<file path="src/rtl/debounce_pkg.sv">
// debounce_pkg: constants and types shared by the input debouncer.
//   CICLOS_ESTABLES_DEF : default number of stable cycles before a bit flips
//   SYNC_STAGES_DEF     : default synchronizer depth (legal 2..4)
//   estado_t            : per-bit debouncer state {ESTABLE, CONTANDO}
package debounce_pkg;

  localparam int CICLOS_ESTABLES_DEF = 50000;
  localparam int SYNC_STAGES_DEF     = 2;

  typedef enum logic {
    ESTABLE  = 1'b0,
    CONTANDO = 1'b1
  } estado_t;

endpackage

</file>
<file path="src/rtl/debounce_entradas_if.sv">
// debounce_entradas_if: bus between the raw-input source and the debouncer.
//   iA      : raw asynchronous inputs (switches/buttons)
//   oA      : debounced, synchronized inputs
//   oCambio : one-cycle pulse per bit when its oA bit flips
//   oValido : high once the post-reset settle window has elapsed
// Modports: master = input source / consumer side, slave = debouncer side.
interface debounce_entradas_if #(
  parameter int ANCHO = 3
);

  logic [ANCHO-1:0] iA;
  logic [ANCHO-1:0] oA;
  logic [ANCHO-1:0] oCambio;
  logic             oValido;

  modport master (
    output iA,
    input  oA,
    input  oCambio,
    input  oValido
  );

  modport slave (
    input  iA,
    output oA,
    output oCambio,
    output oValido
  );

endinterface

</file>
<file path="src/rtl/antirrebote_bit.sv">
// antirrebote_bit: one-bit synchronizer + debouncer.
//   iClk    : clock, rising edge
//   iReset  : synchronous reset, active-high
//   iA      : raw asynchronous input bit
//   oA      : debounced bit, flips after CICLOS_ESTABLES consecutive
//             cycles of the synchronized input differing from it
//   oCambio : one-cycle pulse on the cycle oA flips (ungated)
// Optional macro DEBOUNCE_ENTRADAS_INVERTIR_EN: invert iA ahead of the
// first synchronizer flop (active-low buttons).
module antirrebote_bit
  import debounce_pkg::*;
#(
  parameter int SYNC_STAGES     = SYNC_STAGES_DEF,
  parameter int CICLOS_ESTABLES = CICLOS_ESTABLES_DEF
) (
  input  logic iClk,
  input  logic iReset,
  input  logic iA,
  output logic oA,
  output logic oCambio
);

  localparam int CNT_W = $clog2(CICLOS_ESTABLES);
  localparam logic [CNT_W-1:0] CNT_LAST = CNT_W'(CICLOS_ESTABLES - 1);

  logic                   a_in;
  logic [SYNC_STAGES-1:0] sync_q;
  logic                   s;

  estado_t        state_q, state_d;
  logic [CNT_W-1:0] cnt_q, cnt_d;
  logic           a_d;
  logic           cambio_d;

`ifdef DEBOUNCE_ENTRADAS_INVERTIR_EN
  assign a_in = ~iA;
`else
  assign a_in = iA;
`endif

  assign s = sync_q[SYNC_STAGES-1];

  // Counter starts on the first mismatching cycle, so the flip lands
  // exactly CICLOS_ESTABLES edges after the synchronized value changes.
  always_comb begin
    // NOTE: every output of this block gets a default first so no path
    // leaves a variable unassigned and infers a latch.
    state_d  = state_q;
    cnt_d    = '0;
    a_d      = oA;
    cambio_d = 1'b0;
    unique case (state_q)
      ESTABLE: begin
        if (s != oA) begin
          state_d = CONTANDO;
          cnt_d   = cnt_q + 1'b1;
        end
      end
      CONTANDO: begin
        if (s == oA) begin
          state_d = ESTABLE;               // glitch rejected
        end else if (cnt_q == CNT_LAST) begin
          state_d  = ESTABLE;              // level accepted
          a_d      = s;
          cambio_d = 1'b1;
        end else begin
          cnt_d = cnt_q + 1'b1;
        end
      end
      default: state_d = ESTABLE;
    endcase
  end

  // NOTE: sequential state uses non-blocking assignments so every flop
  // samples the pre-edge values, which the shift chain depends on.
  always_ff @(posedge iClk) begin
    if (iReset) begin
      sync_q  <= '0;
      state_q <= ESTABLE;
      cnt_q   <= '0;
      oA      <= 1'b0;
      oCambio <= 1'b0;
    end else begin
      sync_q  <= {sync_q[SYNC_STAGES-2:0], a_in};
      state_q <= state_d;
      cnt_q   <= cnt_d;
      oA      <= a_d;
      oCambio <= cambio_d;
    end
  end

endmodule

</file>
<file path="src/rtl/debounce_entradas.sv">
// debounce_entradas: synchronizes and debounces ANCHO raw input bits.
//   iClk   : clock, rising edge
//   iReset : synchronous reset, active-high
//   bus    : debounce_entradas_if.slave (iA in; oA, oCambio, oValido out)
// oValido rises SYNC_STAGES + CICLOS_ESTABLES cycles after reset release;
// until then oCambio is held at 0 so power-up settling produces no edges.
// Optional macro DEBOUNCE_ENTRADAS_INVERTIR_EN (see antirrebote_bit).
module debounce_entradas
  import debounce_pkg::*;
#(
  parameter int ANCHO           = 3,
  parameter int SYNC_STAGES     = SYNC_STAGES_DEF,
  parameter int CICLOS_ESTABLES = CICLOS_ESTABLES_DEF
) (
  input  logic                iClk,
  input  logic                iReset,
  debounce_entradas_if.slave  bus
);

  localparam int SETTLE_MAX = SYNC_STAGES + CICLOS_ESTABLES - 1;
  localparam int SETTLE_W   = $clog2(SETTLE_MAX + 1);

  logic [ANCHO-1:0]    cambio_raw;
  logic [SETTLE_W-1:0] settle_q;
  logic                valido_q;

  for (genvar i = 0; i < ANCHO; i++) begin : gen_bit
    antirrebote_bit #(
      .SYNC_STAGES     (SYNC_STAGES),
      .CICLOS_ESTABLES (CICLOS_ESTABLES)
    ) u_bit (
      .iClk    (iClk),
      .iReset  (iReset),
      .iA      (bus.iA[i]),
      .oA      (bus.oA[i]),
      .oCambio (cambio_raw[i])
    );
  end

  // Settle counter stops once oValido is set and stays until next reset.
  always_ff @(posedge iClk) begin
    if (iReset) begin
      settle_q <= '0;
      valido_q <= 1'b0;
    end else if (!valido_q) begin
      if (settle_q == SETTLE_W'(SETTLE_MAX)) begin
        valido_q <= 1'b1;
      end else begin
        settle_q <= settle_q + 1'b1;
      end
    end
  end

  // Both operands are flop outputs, so the gated pulse stays glitch-free
  // and has no path from iA.
  assign bus.oCambio = cambio_raw & {ANCHO{valido_q}};
  assign bus.oValido = valido_q;

endmodule

</file>
<file path="src/flat_wrapper.sv">
// flat-port wrapper written by rule: the top's interface ports become plain ports
module debounce_entradas_flat import debounce_pkg::*;
#(
  parameter int ANCHO           = 3,
  parameter int SYNC_STAGES     = SYNC_STAGES_DEF,
  parameter int CICLOS_ESTABLES = CICLOS_ESTABLES_DEF
)
  (iClk, iReset, bus_iA, bus_oA, bus_oCambio, bus_oValido);
  debounce_entradas_if #(.ANCHO(ANCHO)) bus_i ();
  input  logic iClk;
  input  logic iReset;
  input wire logic [$bits(bus_i.iA)-1:0] bus_iA;
  output wire logic [$bits(bus_i.oA)-1:0] bus_oA;
  output wire logic [$bits(bus_i.oCambio)-1:0] bus_oCambio;
  output wire logic [$bits(bus_i.oValido)-1:0] bus_oValido;
  assign bus_i.iA = bus_iA;
  assign bus_oA = bus_i.oA;
  assign bus_oCambio = bus_i.oCambio;
  assign bus_oValido = bus_i.oValido;
  debounce_entradas #(.ANCHO(ANCHO), .SYNC_STAGES(SYNC_STAGES), .CICLOS_ESTABLES(CICLOS_ESTABLES)) u_core (.iClk(iClk), .iReset(iReset), .bus(bus_i));
endmodule
</file>
<file path="config.mk">
export PLATFORM = sky130hd
export DESIGN_NAME = debounce_entradas_flat
export DESIGN_NICKNAME = d
export VERILOG_FILES = /design/src/rtl/debounce_pkg.sv /design/src/rtl/debounce_entradas_if.sv /design/src/rtl/antirrebote_bit.sv /design/src/rtl/debounce_entradas.sv /design/src/flat_wrapper.sv
export SDC_FILE = /design/constraint.sdc
export NUM_CORES = 1
export LEC_CHECK = 0
export CORE_UTILIZATION = 50
export DETAILED_ROUTE_END_ITERATION = 8
export PLACE_DENSITY = 0.63
export SYNTH_ARGS = -nofsm -noshare
export SYNTH_HDL_FRONTEND = slang
export SYNTH_HIERARCHICAL = 1
export SYNTH_SLANG_ARGS = --single-unit
</file>
<file path="constraint.sdc">
create_clock -name iClk -period 4.67 [get_ports iClk]
set_input_delay 0.7005 -clock iClk [delete_from_list [all_inputs] [get_ports iClk]]
set_output_delay 0.7005 -clock iClk [all_outputs]
set_load 0.01 [all_outputs]
</file>
==> flow_summary_export.csv, run 1 <==
group,metric,value,unit
drt,drc_errors,0,
cts,root_buffer,"clkbuf_8",
layout,drive_gt1_share,8.41,%
place,dp_cells,497,
timing,report.final.slew_viol_count,0,
cts,max-clock-path-buffers,2,
layout,area_delta_synth_final,11.4,%
power_and_ir_drop,p_total,1.24,mW
global_routing,grt_max_degree,20,
synth,yosysWarnings,6,
floorplan,core,0.00683,mm^2
synth,postSynthAreaPerCell,8.97,um^2
synth,synthArstFlopShare,0,%
synth,seq_area_frac_synth,45.2,%
cts,clkTransAtPathRegs,0.08,ns
cts,htree_levels,3,
global_routing,overflow,0,
synth,synth_cell_types,38,
cts,cts_resized,0,
global_routing,antenna_found_initial,0,
cts,post_cts_buffers,0,
power_and_ir_drop,power.leakage,1.22,nW
setup_path,crit_required,3.97,ns
setup_path,crit_type,"reg -> out",
timing,fin_crit,2.30,ns
floorplan,num_rows,30,
drt,post_drt_wl_per_cell,12.4,um
timing,fmax,0.435,GHz
drt,firstDrtPassIters,4,
global_routing,grt_pass1_vias,2468,
timing,tightest_slew,0.674,ns
cts,cts_buffers,9,
power_and_ir_drop,peakVddDrop,0.000171,V
flow_run,drv_cap,0,
global_routing,grt_pass1_wl,10900,um
setup_path,cp.arrival,1.60,ns
drt,antenna_left,0,
layout,antenna_cells_inserted,0,
drt,wirelength,6330,um
cts,clkLatencyLatePin,0.34,ns
layout,final_cell_mix,"dfxtp_1 (80), nor2_1 (70), xnor2_1 (38)",
drt,routed_via_density,5.25,
timing,rsz0062_at_grt,"no",
worst_hold_path,hp-start,"u_core/gen_bit[0].u_bit/sync_q[0]",
floorplan,start_util,51.9,%
layout,utilization,57.8,%
floorplan,fp.dieH,86.2,um
setup_path,crit_fanout,9,
floorplan,dieArea,0.00743,mm^2
worst_hold_path,holdCritPathClass,"reg -> reg",
timing,fin_skew,0.00637,ns
layout,final_common_cell,"dfxtp_1",
timing,period_share,49.2,%
synth,synth_nets,405,
place,gp_congestion,0.779,
layout,nets,422,
place,portBuffers,11,
drt,dr.first_iter.drc_count,115,
global_routing,groute.usage.overall,18.5,%
synth,synth_cells,395,
synth,syn_area,0.00354,mm^2
setup_path,crit_path_start,"u_core/bus.oValido",
layout,seq_area,0.00160,mm^2
place,post-dp-hpwl,4310,um
timing,finalHoldViolations,0,
floorplan,ioPinCount,12,
synth,ys.flop_type,"dfxtp_1",
timing,worst_slack,2.37,ns
cts,cts_tree,"done",
timing,slew_headroom,54.9,%
setup_path,worstReg2RegStart,"u_core/gen_bit[1].u_bit/cnt_q[0]",
setup_path,cp-end-kind,"output port",
layout,final_cells,512,
drt,vias,2687,
cts,cts.sinks,80,
power_and_ir_drop,power.density,315,mW/mm^2
cts,holdBufCountCts,0,
setup_path,crit_path_start_kind,"register",
timing,setup_viol_count_final,0,
synth,synth_edf_count,0,
place,dp_slack,2.27,ns
run_status,outcome,"completed",
synth,synth.ff_latch_count,80,
floorplan,die_w,86.2,um
layout,multi_input_area,0.00184,mm^2
timing,finalSetupTns,0,ns
layout,fillCellCount,646,
metrics by stage:
step | hold WS [ns] | instance area (um^2)
3_3_place_gp | 0.427 | 3740
2_1_floorplan | 0.414 | 3540
3_5_place_dp | 0.422 | 3740
4_1_cts | 0.447 | 3950
6_report | 0.445 | 3950
5_1_grt | 0.460 | 3950
synth_stat cells, types with 4 or more instances:
| cell | number | area share (%) |
|---|---|---|
| a21oi_1 | 9 | 1.3 |
| dfxtp_1 | 80 | 45 |
| ha_1 | 5 | 1.8 |
| inv_1 | 17 | 1.8 |
| nand2_1 | 22 | 2.3 |
| nand2b_1 | 8 | 1.4 |
| nand3_1 | 21 | 3.0 |
| nand4_1 | 8 | 1.4 |
| nand4_2 | 6 | 2.1 |
| nand4b_1 | 5 | 1.2 |
| nor2_1 | 70 | 7.4 |
| nor2b_1 | 10 | 1.8 |
| nor3_1 | 19 | 2.7 |
| nor4_1 | 15 | 2.6 |
| o21ai_0 | 5 | 0.71 |
| or3_1 | 4 | 0.71 |
| or4_4 | 5 | 1.6 |
| xnor2_1 | 38 | 9.4 |
| xor2_1 | 11 | 2.7 |
critical path, stage by stage, from the launching register on:
cell             delay (ns)
dfxtp_1                0.51
and2_1                 0.21
clkdlybuf4s50_1        0.54
flip-flops by register name, indices dropped and copies added, names as in the netlist:
name,count
u_core/gen_bit.u_bit/oCambio,3
u_core/bus.oValido,1
u_core/gen_bit.u_bit/sync_q,6
u_core/gen_bit.u_bit/cnt_q,48
u_core/gen_bit.u_bit/state_q,3
u_core/gen_bit.u_bit/oA,3
u_core/settle_q,16
report_power, final:
part           leakage [nW]  switching (mW)  total (mW)  internal, mW
logic                 0.476          0.0139      0.0247        0.0108
registers             0.646         0.00586       0.693         0.688
clock network         0.102           0.235       0.524         0.289
routing by layer:
metal / wire length (um) / track usage [%] / vias to the layer above
met5: 0 / 0 / -
met4: 82 / 5.00 / 0
met3: 197 / 6.00 / 8
met2: 2870 / 29.4 / 34
met1: 3180 / 24.2 / 1254
li1: - / - / 1391
cell type report:
class / instances / area share [%]
clock buffer: 13 / 4.28
clock inverter: 2 / 0.951
inverter: 17 / 1.62
multi-input combinational: 292 / 46.5
sequential: 80 / 40.6
tap: 96 / 3.04
timing repair buffer: 12 / 2.98
kinds of logic after synthesis:
| family | after synthesis | synth area share [%] |
|---|---|---|
| compound gates | 28 | 5.26 |
| xor+xnor | 49 | 12.1 |
| fa+ha+maj | 5 | 1.77 |
| buf+inv | 23 | 2.97 |
| flops | 80 | 45.2 |
| mux | 2 | 0.636 |
| simple gates | 208 | 32.1 |
worst paths after layout:
path	end	slack [ns]	cells after the start
worst max-delay path	bus_oCambio[2]	2.37	2
worst min-delay path	u_core/gen_bit[0].u_bit/sync_q[1]	0.45	1
worst max register to register	u_core/gen_bit[1].u_bit/cnt_q[5]	2.66	5
worst min register to register	u_core/gen_bit[0].u_bit/sync_q[1]	0.45	1
No activity file was read; power rests on OpenSTA's default activity.
==> run 2, diff against run 1 <==
Settings changed: PLACE_DENSITY 0.63 to 0.66.
Clock period 4.67 ns to 2 ns, I/O delays scaled along.
==> flow_summary_export.csv, run 2 (synthesized netlist as in run 1, its figures left out) <==
group,metric,value,unit
drt,firstDrtPassIters,4,
global_routing,grt_max_degree,17,
cts,cts_resized,0,
layout,regMostFlops,"u_core/gen_bit.u_bit/cnt_q",
floorplan,dieArea,0.00743,mm^2
power_and_ir_drop,power.leakage,1.26,nW
cts,root_buffer,"clkbuf_8",
cts,post_cts_buffers,0,
cts,holdBufCountCts,0,
global_routing,grt_pass1_wl,11200,um
setup_path,r2r-end,"u_core/settle_q[14]",
timing,setup_viol_count_final,0,
drt,antenna_left,0,
place,post-dp-hpwl,4460,um
setup_path,crit_type,"reg -> out",
layout,nets,432,
worst_hold_path,min_to,"u_core/gen_bit[2].u_bit/sync_q[1]",
timing,rsz0062_at_grt,"no",
cts,cts.sinks,80,
cts,max-clock-path-buffers,2,
floorplan,die_w,86.2,um
cts,clkLatencyLatePin,0.35,ns
drt,vias,2716,
drt,dr.first_iter.drc_count,94,
layout,fillCellCount,634,
run_status,outcome,"completed",
setup_path,r2r_cells,5,
setup_path,cp.arrival,1.56,ns
timing,tightest_slew,0.430,ns
cts,cts_buffers,9,
flow_run,drv_cap,0,
timing,fin_crit,1.86,ns
layout,antenna_cells_inserted,0,
layout,reg_top3,"u_core/gen_bit.u_bit/cnt_q (48), u_core/settle_q (16), u_core/gen_bit.u_bit/sync_q (6)",
layout,drive_gt1_share,10.3,%
timing,period_share,92.9,%
layout,area_delta_synth_final,12.4,%
setup_path,worstReg2RegStart,"u_core/settle_q[0]",
floorplan,fp.dieH,86.2,um
layout,largest_reg_flops,48,
setup_path,cp-end-kind,"output port",
layout,final_common_cell,"dfxtp_1",
drt,wirelength,6410,um
timing,fin_skew,0.00583,ns
global_routing,antenna_found_initial,0,
power_and_ir_drop,power.density,685,mW/mm^2
layout,final_cell_mix,"dfxtp_1 (80), nor2_1 (70), xnor2_1 (38)",
floorplan,start_util,51.9,%
setup_path,slowest_delay,0.53,ns
place,gp_congestion,0.824,
place,portBuffers,11,
cts,clkTransAtPathRegs,0.07,ns
global_routing,groute.usage.overall,19.3,%
cts,htree_levels,3,
setup_path,crit_path_start_kind,"register",
cts,cts_tree,"done",
timing,slew_headroom,71.1,%
drt,drc_errors,0,
worst_hold_path,holdCritPathClass,"reg -> reg",
setup_path,crit_fanout,6,
drt,routed_via_density,5.19,
setup_path,crit_chain,"buf_4 > and2_1 > clkdlybuf4s50_1",
setup_path,worst_path_max_delay_cell,"clkdlybuf4s50_1",
timing,finalSetupTns,0,ns
floorplan,core,0.00683,mm^2
global_routing,overflow,0,
floorplan,ioPinCount,12,
setup_path,crit_required,1.70,ns
timing,fmax,0.538,GHz
place,place_area,0.00381,mm^2
floorplan,num_rows,30,
worst_hold_path,holdPathStages,1,
layout,design_area,0.00398,mm^2
timing,finalHoldViolations,0,
global_routing,grt_pass1_vias,2495,
worst_hold_path,hp-start,"u_core/gen_bit[2].u_bit/sync_q[0]",
timing,report.final.slew_viol_count,0,
setup_path,reg2reg_setup_slack,0.17,ns
drt,post_drt_wl_per_cell,12.3,um
power_and_ir_drop,peakVddDrop,0.000373,V
-- run 2: cell types whose count changed in the layout (fill, tap and decap cells not counted), sizes merged --
| cell | before | now |
|---|---|---|
| buf | 1 | 11 |
| bufinv | 1 | 0 |
| clkinv | 0 | 2 |
-- run 2: layer usage --
layer	wire length (um)	GRT usage, %	share of wire [%]	up-vias
li1	-	-	-	1410
met1	3160	25.0	49	1274
met4	80	7.73	1.2	0
met5	0	0	0	-
met2	3020	30.3	47	26
met3	158	5.43	2.5	6
-- run 2: cell type report --
type	count	area [um^2]	area share, %
sequential	80	1600	40.2
tap	96	120	3.02
timing repair buffer	22	193	4.84
multi-input combinational	292	1840	46.1
clock inverter	3	17.5	0.440
clock buffer	13	149	3.74
inverter	17	63.8	1.60
-- run 2: where the power goes --
group	total [mW]	leakage [nW]	internal (mW)	switching [mW]
clock network	1.05	0.0834	0.483	0.564
registers	1.62	0.646	1.61	0.0128
logic	0.0631	0.525	0.0289	0.0342
total	2.73	1.26	2.12	0.611
-- run 2: worst max-delay path: cells and delay by family (launching register included) --
kind	cells	cell delay, ns
simple gates	1	0.12
flops	1	0.40
buf+inv	2	0.70
-- run 2: metrics by stage --
stage	total power, mW	hold slack [ns]	utilization, %	worst slack [ns]	std cells
after floorplan	1.69	0.369	-	0.302	395
after global placement	1.72	0.418	55.8	0.219	507
after detailed placement	1.72	0.435	55.8	0.190	507
after CTS	2.78	0.456	58.3	0.114	523
after global routing	2.86	0.468	58.3	0.0245	523
final	2.73	0.448	58.3	0.143	523
-- run 2: worst max-delay path by stage --
stage	from	endpoint	slack [ns]	depth (start not counted)
after global placement	u_core/gen_bit[1].u_bit/cnt_q[0]	u_core/gen_bit[1].u_bit/cnt_q[9]	0.22	5
final	u_core/bus.oValido	bus_oCambio[1]	0.14	3
after CTS	u_core/bus.oValido	bus_oCambio[1]	0.11	3
after global routing	u_core/gen_bit[1].u_bit/cnt_q[0]	u_core/gen_bit[1].u_bit/cnt_q[3]	0.02	5
after floorplan	u_core/settle_q[0]	u_core/settle_q[12]	0.30	5
after detailed placement	u_core/settle_q[0]	u_core/settle_q[12]	0.19	5
==> run 3, diff against run 2 <==
Settings changed: CAP_MARGIN set to 20, PLACE_DENSITY 0.66 to 0.63.
Clock period 2 ns to 2.35 ns, I/O delays scaled along.
==> flow_summary_export.csv, run 3 (synthesized netlist as in run 1, its figures left out) <==
group,metric,value,unit
setup_path,crit_type,"reg -> out",
setup_path,crit_fanout,9,
floorplan,num_rows,30,
run_status,outcome,"completed",
global_routing,grt_max_degree,18,
floorplan,core,0.00683,mm^2
layout,antenna_cells_inserted,0,
timing,fmax,0.523,GHz
global_routing,groute.usage.overall,18.2,%
layout,regMostFlops,"u_core/gen_bit.u_bit/cnt_q",
timing,finalHoldViolations,0,
layout,area_delta_synth_final,12.3,%
layout,largest_reg_flops,48,
worst_hold_path,holdPathStages,1,
timing,finalSetupTns,0,ns
setup_path,crit_path_start_kind,"register",
timing,worst_slack,0.439,ns
drt,post_drt_wl_per_cell,12.2,um
floorplan,dieArea,0.00743,mm^2
cts,clkTransAtPathRegs,0.09,ns
drt,antenna_left,0,
cts,clkLatencyLatePin,0.34,ns
floorplan,ioPinCount,12,
layout,final_common_cell,"dfxtp_1",
power_and_ir_drop,peakVddDrop,0.000383,V
drt,routed_via_density,5.20,
worst_hold_path,holdCritPathClass,"reg -> reg",
drt,firstDrtPassIters,4,
drt,drc_errors,0,
cts,post_cts_buffers,0,
place,portBuffers,11,
timing,setup_viol_count_final,0,
power_and_ir_drop,p_total,2.58,mW
floorplan,fp.dieH,86.2,um
cts,max-clock-path-buffers,2,
place,gp_congestion,0.866,
cts,htree_levels,3,
setup_path,worstReg2RegStart,"u_core/gen_bit[1].u_bit/cnt_q[0]",
global_routing,antenna_found_initial,0,
cts,cts.sinks,80,
floorplan,start_util,51.9,%
cts,cts_tree,"done",
global_routing,overflow,0,
layout,drive_gt1_share,8.85,%
timing,report.final.slew_viol_count,0,
setup_path,r2r_cells,5,
global_routing,grt_pass1_wl,10800,um
drt,vias,2673,
drt,wirelength,6260,um
global_routing,grt_pass1_vias,2366,
worst_hold_path,min_to,"u_core/gen_bit[2].u_bit/sync_q[1]",
timing,tightest_slew,0.551,ns
cts,holdBufCountCts,0,
setup_path,cp.arrival,1.56,ns
floorplan,die_w,86.2,um
cts,cts_resized,0,
timing,hold_ws,0.439,ns
setup_path,reg2reg_setup_slack,0.46,ns
timing,fin_crit,1.91,ns
place,post-dp-hpwl,4300,um
power_and_ir_drop,power.leakage,1.24,nW
drt,dr.first_iter.drc_count,75,
timing,rsz0062_at_grt,"no",
setup_path,cp-end-kind,"output port",
layout,reg_top3,"u_core/gen_bit.u_bit/cnt_q (48), u_core/settle_q (16), u_core/gen_bit.u_bit/sync_q (6)",
place,dp_slack,0.441,ns
layout,final_cell_mix,"dfxtp_1 (80), nor2_1 (70), xnor2_1 (38)",
cts,cts_buffers,9,
flow_run,drv_cap,0,
setup_path,crit_required,2.00,ns
timing,period_share,81.3,%
cts,root_buffer,"clkbuf_8",
worst_hold_path,hp-start,"u_core/gen_bit[2].u_bit/sync_q[0]",
power_and_ir_drop,power.density,649,mW/mm^2
layout,nets,423,
timing,slew_headroom,63.0,%
timing,fin_skew,0.00951,ns
setup_path,r2r-end,"u_core/gen_bit[1].u_bit/cnt_q[5]",
[run 3: changes by cell type in the layout (fill, tap and decap cells not counted)]
cell,change
buf_4,-9
bufinv_16,+2
clkbuf_1,-2
clkinv_2,-2
clkbuf_8,+1
clkinv_4,+1
[run 3: worst max-delay path by stage]
stage | start | end | slack, ns | depth (start not counted)
finish | u_core/bus.oValido | bus_oCambio[2] | 0.44 | 2
floorplan | u_core/settle_q[0] | u_core/settle_q[12] | 0.65 | 5
CTS | u_core/bus.oValido | bus_oCambio[2] | 0.41 | 2
global route | u_core/gen_bit[1].u_bit/cnt_q[0] | u_core/gen_bit[1].u_bit/cnt_q[5] | 0.24 | 5
global placement | u_core/gen_bit[1].u_bit/cnt_q[0] | u_core/gen_bit[1].u_bit/cnt_q[8] | 0.48 | 5
detailed placement | u_core/gen_bit[1].u_bit/cnt_q[0] | u_core/gen_bit[1].u_bit/cnt_q[11] | 0.44 | 5
[run 3: critical path, cell delays in order, from the launching register on]
cell	delay [ns]
dfxtp_1	0.49
and2_1	0.19
clkdlybuf4s50_1	0.53
[run 3: layout make-up]
cell class                      instances  area [um^2]
Multi-Input combinational cell        292         1840
Sequential cell                        80         1600
Inverter                               17         63.8
Clock buffer                           12          155
Tap cell                               96          120
Fill cell                             636         2850
Timing Repair Buffer                   13          125
Clock inverter                          4         76.3
[run 3: report_power, final]
part	switching [mW]	total [mW]	internal (mW)
clock	0.493	1.15	0.659
combinational	0.0276	0.0500	0.0223
sequential	0.0113	1.38	1.37
total	0.532	2.58	2.05
[run 3: per-layer routing]
metal,vias up,share of wire [%],GRT usage (%),wire (um)
met5,-,0,0,0
met1,1239,52,24.7,3290
met3,6,2.5,4.38,158
met2,29,44,27.8,2750
li1,1399,-,-,-
met4,0,1.1,7.58,70
[run 3: per-stage QoR]
step,util [%],cell area [um^2],cells
detailed placement,54.9,3750,498
global route,58.2,3980,514
finish,58.2,3980,514
global placement,54.9,3750,498
floorplan,-,3540,395
CTS,58.2,3980,514
